===== config.mk =====
export PLATFORM = sky130hd
export DESIGN_NAME = serializer_4bit
export DESIGN_NICKNAME = d
export VERILOG_FILES = /design/src/rtl/serializer_pkg.sv /design/src/rtl/dff_ar.sv /design/src/rtl/serializer_4bit.sv
export SDC_FILE = /design/constraint.sdc
export NUM_CORES = 1
export LEC_CHECK = 0
export ABC_AREA = 1
export CORE_AREA = 3 3 40 42
export CTS_BUF_LIST = sky130_fd_sc_hd__clkbuf_8 sky130_fd_sc_hd__clkbuf_16
export DETAILED_ROUTE_END_ITERATION = 8
export DIE_AREA = 0 0 43 45
export MAX_ROUTING_LAYER = met4
export SLEW_MARGIN = 10
export SYNTH_ARGS = -nofsm -noshare
export SYNTH_HDL_FRONTEND = slang
export SYNTH_SLANG_ARGS = --single-unit

===== constraint.sdc =====
create_clock -name clk -period 1 [get_ports clk]
set_input_delay 0.2 -clock clk [delete_from_list [all_inputs] [get_ports clk]]
set_output_delay 0.2 -clock clk [all_outputs]
set_load 0.005 [all_outputs]

===== src/rtl/serializer_pkg.sv =====
// Shared constants and state encoding for the 4-bit serializer.
package serializer_pkg;

  localparam int WIDTH = 4;
  localparam int CNT_W = 2;
  localparam logic [CNT_W-1:0] LAST_CNT = CNT_W'(WIDTH - 1);

  typedef enum logic [1:0] {
    IDLE  = 2'b00,
    SHIFT = 2'b01,
    DONE  = 2'b10
  } state_t;

endpackage


===== src/rtl/dff_ar.sv =====
// Single-bit D flip-flop with asynchronous active-high reset to a
// parameterized value; every state bit of the serializer is one of these.
module dff_ar #(
  parameter logic RST_VAL = 1'b0
) (
  input  logic clk,
  input  logic rst,
  input  logic d,
  output logic q
);

  // storage bit
  always_ff @(posedge clk or posedge rst) begin
    if (rst) begin
      q <= RST_VAL;
    end else begin
      q <= d;
    end
  end

endmodule


===== src/rtl/serializer_4bit.sv =====
// Captures a 4-bit word on start and shifts it out one bit per cycle,
// followed by a one-cycle done pulse.
module serializer_4bit
  import serializer_pkg::*;
#(
  parameter int LSB_FIRST = 1
) (
  input  logic             clk,
  input  logic             rst,
  input  logic [WIDTH-1:0] d,
  input  logic             start,
  output logic             ready,
  output logic             busy,
  output logic             sout,
  output logic             sout_valid,
  output logic             done
);

  logic [1:0]       state_q;
  state_t           state_r;
  state_t           state_nxt;
  logic [WIDTH-1:0] shreg_r;
  logic [WIDTH-1:0] shreg_nxt;
  logic [CNT_W-1:0] cnt_r;
  logic [CNT_W-1:0] cnt_nxt;

  assign state_r = state_t'(state_q);

  for (genvar i = 0; i < 2; i++) begin : g_state
    dff_ar #(.RST_VAL(1'b0)) u_ff (
      .clk (clk),
      .rst (rst),
      .d   (state_nxt[i]),
      .q   (state_q[i])
    );
  end

  for (genvar i = 0; i < WIDTH; i++) begin : g_shreg
    dff_ar #(.RST_VAL(1'b0)) u_ff (
      .clk (clk),
      .rst (rst),
      .d   (shreg_nxt[i]),
      .q   (shreg_r[i])
    );
  end

  for (genvar i = 0; i < CNT_W; i++) begin : g_cnt
    dff_ar #(.RST_VAL(1'b0)) u_ff (
      .clk (clk),
      .rst (rst),
      .d   (cnt_nxt[i]),
      .q   (cnt_r[i])
    );
  end

  // next state, shift register and bit counter; the counter wraps 3->0 only
  // on the SHIFT-to-DONE edge because it holds in every other state
  always_comb begin
    state_nxt = IDLE;
    shreg_nxt = shreg_r;
    cnt_nxt   = cnt_r;
    case (state_r)
      IDLE: begin
        if (start) begin
          state_nxt = SHIFT;
          shreg_nxt = d;
          cnt_nxt   = {CNT_W{1'b0}};
        end else begin
          state_nxt = IDLE;
        end
      end
      SHIFT: begin
        if (LSB_FIRST != 0) begin
          shreg_nxt = {1'b0, shreg_r[WIDTH-1:1]};
        end else begin
          shreg_nxt = {shreg_r[WIDTH-2:0], 1'b0};
        end
        cnt_nxt = cnt_r + CNT_W'(1);
        if (cnt_r == LAST_CNT) begin
          state_nxt = DONE;
        end else begin
          state_nxt = SHIFT;
        end
      end
      DONE:    state_nxt = IDLE;
      default: state_nxt = IDLE;
    endcase
  end

  assign ready      = (state_r == IDLE);
  assign busy       = (state_r == SHIFT);
  assign done       = (state_r == DONE);
  assign sout_valid = busy;
  assign sout       = busy & ((LSB_FIRST != 0) ? shreg_r[0] : shreg_r[WIDTH-1]);

endmodule


==> metrics <==
violated checks negative setup slack; Util after Layout a little over half; worst-case setup slack after placement -0.3468 ns; number of max-capacitance violations reported 0; initial antenna violation count 0; CP Capture Type output pin; area growth from synthesis to layout 76.30%; CTS clk-pin slew, worst paths 0.04 ns; main flop type after synthesis sky130_fd_sc_hd__dfrtp_1; number of top-level pins 12; detailed router's first-iteration violation count 0; vias per cell 4.303; fraction of met1 tracks used by global routing ~14%; post-layout net count 84; post-route ant nets 0; met3 track demand over resource 3.187%; post-detail-place hpwl approximately 620 microns; H-tree levels 1; Routability Congestion around 0.73; design internal power 1.329 mW; Max Slew Vio Count 0; Final Hold Violating Endpoints 0; area share of the leading cell type in the synthesized netlist between 50 and 60%; Setup-failing EPs final 11; fin worst setup slack -0.1718 ns; maximum number of pins on one net before global-route repair 9; proportion of synthesized chip area in sequential cells between 50% and 60%; FILL cells 120; cell types with the highest counts after synthesis sky130_fd_sc_hd__nand2_1, sky130_fd_sc_hd__dfrtp_1, sky130_fd_sc_hd__inv_1; total die area ~1900 sq um; Slew Limit Headroom about four fifths; number of global-route vias before repair 373; number of register bits inferred by synthesis 8; post-route setup TNS -1.473 ns; minimum hold slack ~0.22 ns; start point of the critical path g_state[1].u_ff.q$_DFF_PP0_; vertical extent of the die 45 microns; Leakage between 0.3 and 0.4 nW; net load switching power 0.7820 mW; placeable core area 1285 sq um; synthesized area per cell slightly below 8 sq um; die width 43 microns; status finished with violations; wire length of the first global-routing pass between 1.5 and 2 mm; most used routing layer in global routing met2; slew of the pin with the lowest slew margin 0.3019 ns; GR Util All Layers between 10% and 20%; worst reg2reg startpoint g_state[1].u_ff.q$_DFF_PP0_; crit path time final 1.172 ns; CTS max path bufs 2; clock buffers created by TritonCTS 3; cell with the most instances after synthesis sky130_fd_sc_hd__nand2_1; combined area of the multi-input logic cells between 200 and 250 sq um; kind of start point of the critical path register; worst min-delay path class input pin to asynchronous set/reset pin; count of mapped cells out of synthesis 50; global-route congestion overflow total 0; fraction of power consumed by combinational cells approximately 56%; Max Clk Rate 0.8534 GHz; effective utilization at floorplan 29.99%; Total Routed Length 957 microns; CTS root buffer sky130_fd_sc_hd__clkbuf_8; total via count in the routed design 383; post-route non-filler standard cell count 89; post-synthesis cell type count 11; number of buffers added on ports 11; number of enable-type register cells in the synthesized netlist 0; number of sinks driven by the clock tree 8; number of detailed-routing iterations run before antenna repair 1; post-layout total power 2.111 mW; cells taking the most area after synthesis sky130_fd_sc_hd__dfrtp_1, sky130_fd_sc_hd__nand2_1, sky130_fd_sc_hd__nand3_1; Std-Cell Rows 13; source-to-sink clock delay at the later pin of the worst-skew pair 0.22 ns; per-cell routed wire length 10.75 microns; category of the most critical setup path register to output pin; sequential share of power 26.8%; CP Max Fanout 4; Clk network pwr share 17.4%; share of flip-flops with an asynchronous set or reset after synthesis 100.0%; Warnings, synthesis 0; final clock skew 0.0009767 ns; Required @ worst endpoint approximately 0.80 ns; sequential cell area 200.2 sq um; Max VDD drop 0.001681 V; critical path arrival 0.97 ns; reg2reg setup slack -0.13 ns; Net Count, Synth 58; synthesized cell area 385.4 sq um; Pwr Density 3107 nW/um^2; period utilisation layout 117.2%; cell accounting for the most synthesized area sky130_fd_sc_hd__dfrtp_1; number of placed instances with taps included 82; TritonCTS clock tree yes; proportion of layout cells with a drive suffix above 1 48.65%; antenna diode instance count 0; post-place instance area 559.3 sq um; unrepaired setup endpoints after global routing true; met2 track demand over resource in global routing around 17%; residual DRC count 0; switching part of the total power 37.05%; post-route standard cell area excluding fillers between 600 and 700 sq um
-- layout make-up --
| class | instances | area share (%) |
|---|---|---|
| repair buffers | 22 | 27.99 |
| clock buffers | 3 | 6.077 |
| inverters | 6 | 3.683 |
| well taps | 15 | 2.762 |
| multi-input cells | 35 | 30.02 |
| flip-flops and latches | 8 | 29.47 |
-- sequential cells by signal (all words and copies together), names as in the netlist --
signal / count
g_shreg.u_ff.q: 4
g_cnt.u_ff.q: 2
g_state.u_ff.q: 2
-- power by group through the flow --
stage / clock, mW / combinational [mW] / sequential [mW]
after global placement: 0 / 0.895 / 0.550
after floorplan: 0 / 0.442 / 0.551
after detailed placement: 0 / 0.893 / 0.551
after global routing: 0.399 / 1.32 / 0.579
after CTS: 0.383 / 1.01 / 0.541
final: 0.367 / 1.18 / 0.565
-- worst max-delay path: stages (launching register included) --
cell	delay, ns
sky130_fd_sc_hd__dfrtp_1	0.39
sky130_fd_sc_hd__inv_2	0.09
sky130_fd_sc_hd__nand2_4	0.08
sky130_fd_sc_hd__nor2_2	0.07
sky130_fd_sc_hd__buf_2	0.12
-- cell families after synthesis --
logic type                 Yosys count  synth area share [%]
and+or+nand+nor                     31                 32.14
adders and majority gates            1                 3.246
buffers and inverters                7                 7.793
DFF                                  8                 51.95
AOI/OAI and AO/OA                    3                 4.871
-- layer usage --
| metal | vias up | share of wire (%) |
|---|---|---|
| met5 | - | 0 |
| met4 | 0 | 0.84 |
| met3 | 2 | 6.5 |
| met2 | 10 | 48 |
| met1 | 166 | 45 |
| li1 | 205 | - |
-- cells in the final DEF, fill, tap and decap left out, types with 2 or more instances in the layout --
| master | n |
|---|---|
| sky130_fd_sc_hd__buf_2 | 5 |
| sky130_fd_sc_hd__buf_4 | 5 |
| sky130_fd_sc_hd__buf_6 | 6 |
| sky130_fd_sc_hd__clkbuf_8 | 3 |
| sky130_fd_sc_hd__clkdlybuf4s50_1 | 6 |
| sky130_fd_sc_hd__dfrtp_1 | 8 |
| sky130_fd_sc_hd__inv_1 | 3 |
| sky130_fd_sc_hd__inv_2 | 2 |
| sky130_fd_sc_hd__nand2_1 | 14 |
| sky130_fd_sc_hd__nand2_2 | 8 |
| sky130_fd_sc_hd__nand3_1 | 4 |
| sky130_fd_sc_hd__nor2_2 | 2 |
-- repair_timing --
item                       4_1_cts  5_1_grt
hold buffers                     0        0
pin swaps                        1        5
setup endpoints to repair       11       12
buffers inserted                 4        0
resized for setup               27       17
-- path summary, 6_finish.rpt --
check | end | cells after the start
setup / recovery | sout | 4
hold / removal | g_shreg[1].u_ff.q$_DFFE_PP0P_ | 2
setup reg to reg | g_cnt[0].u_ff.q$_DFFE_PP0P_ | 7
hold reg to reg | g_shreg[0].u_ff.q$_DFFE_PP0P_ | 2
max in group asynchronous | g_state[1].u_ff.q$_DFF_PP0_ | 2
min in group clk | g_shreg[0].u_ff.q$_DFFE_PP0P_ | 2
Note: power is estimated with default switching activity, not from simulation.
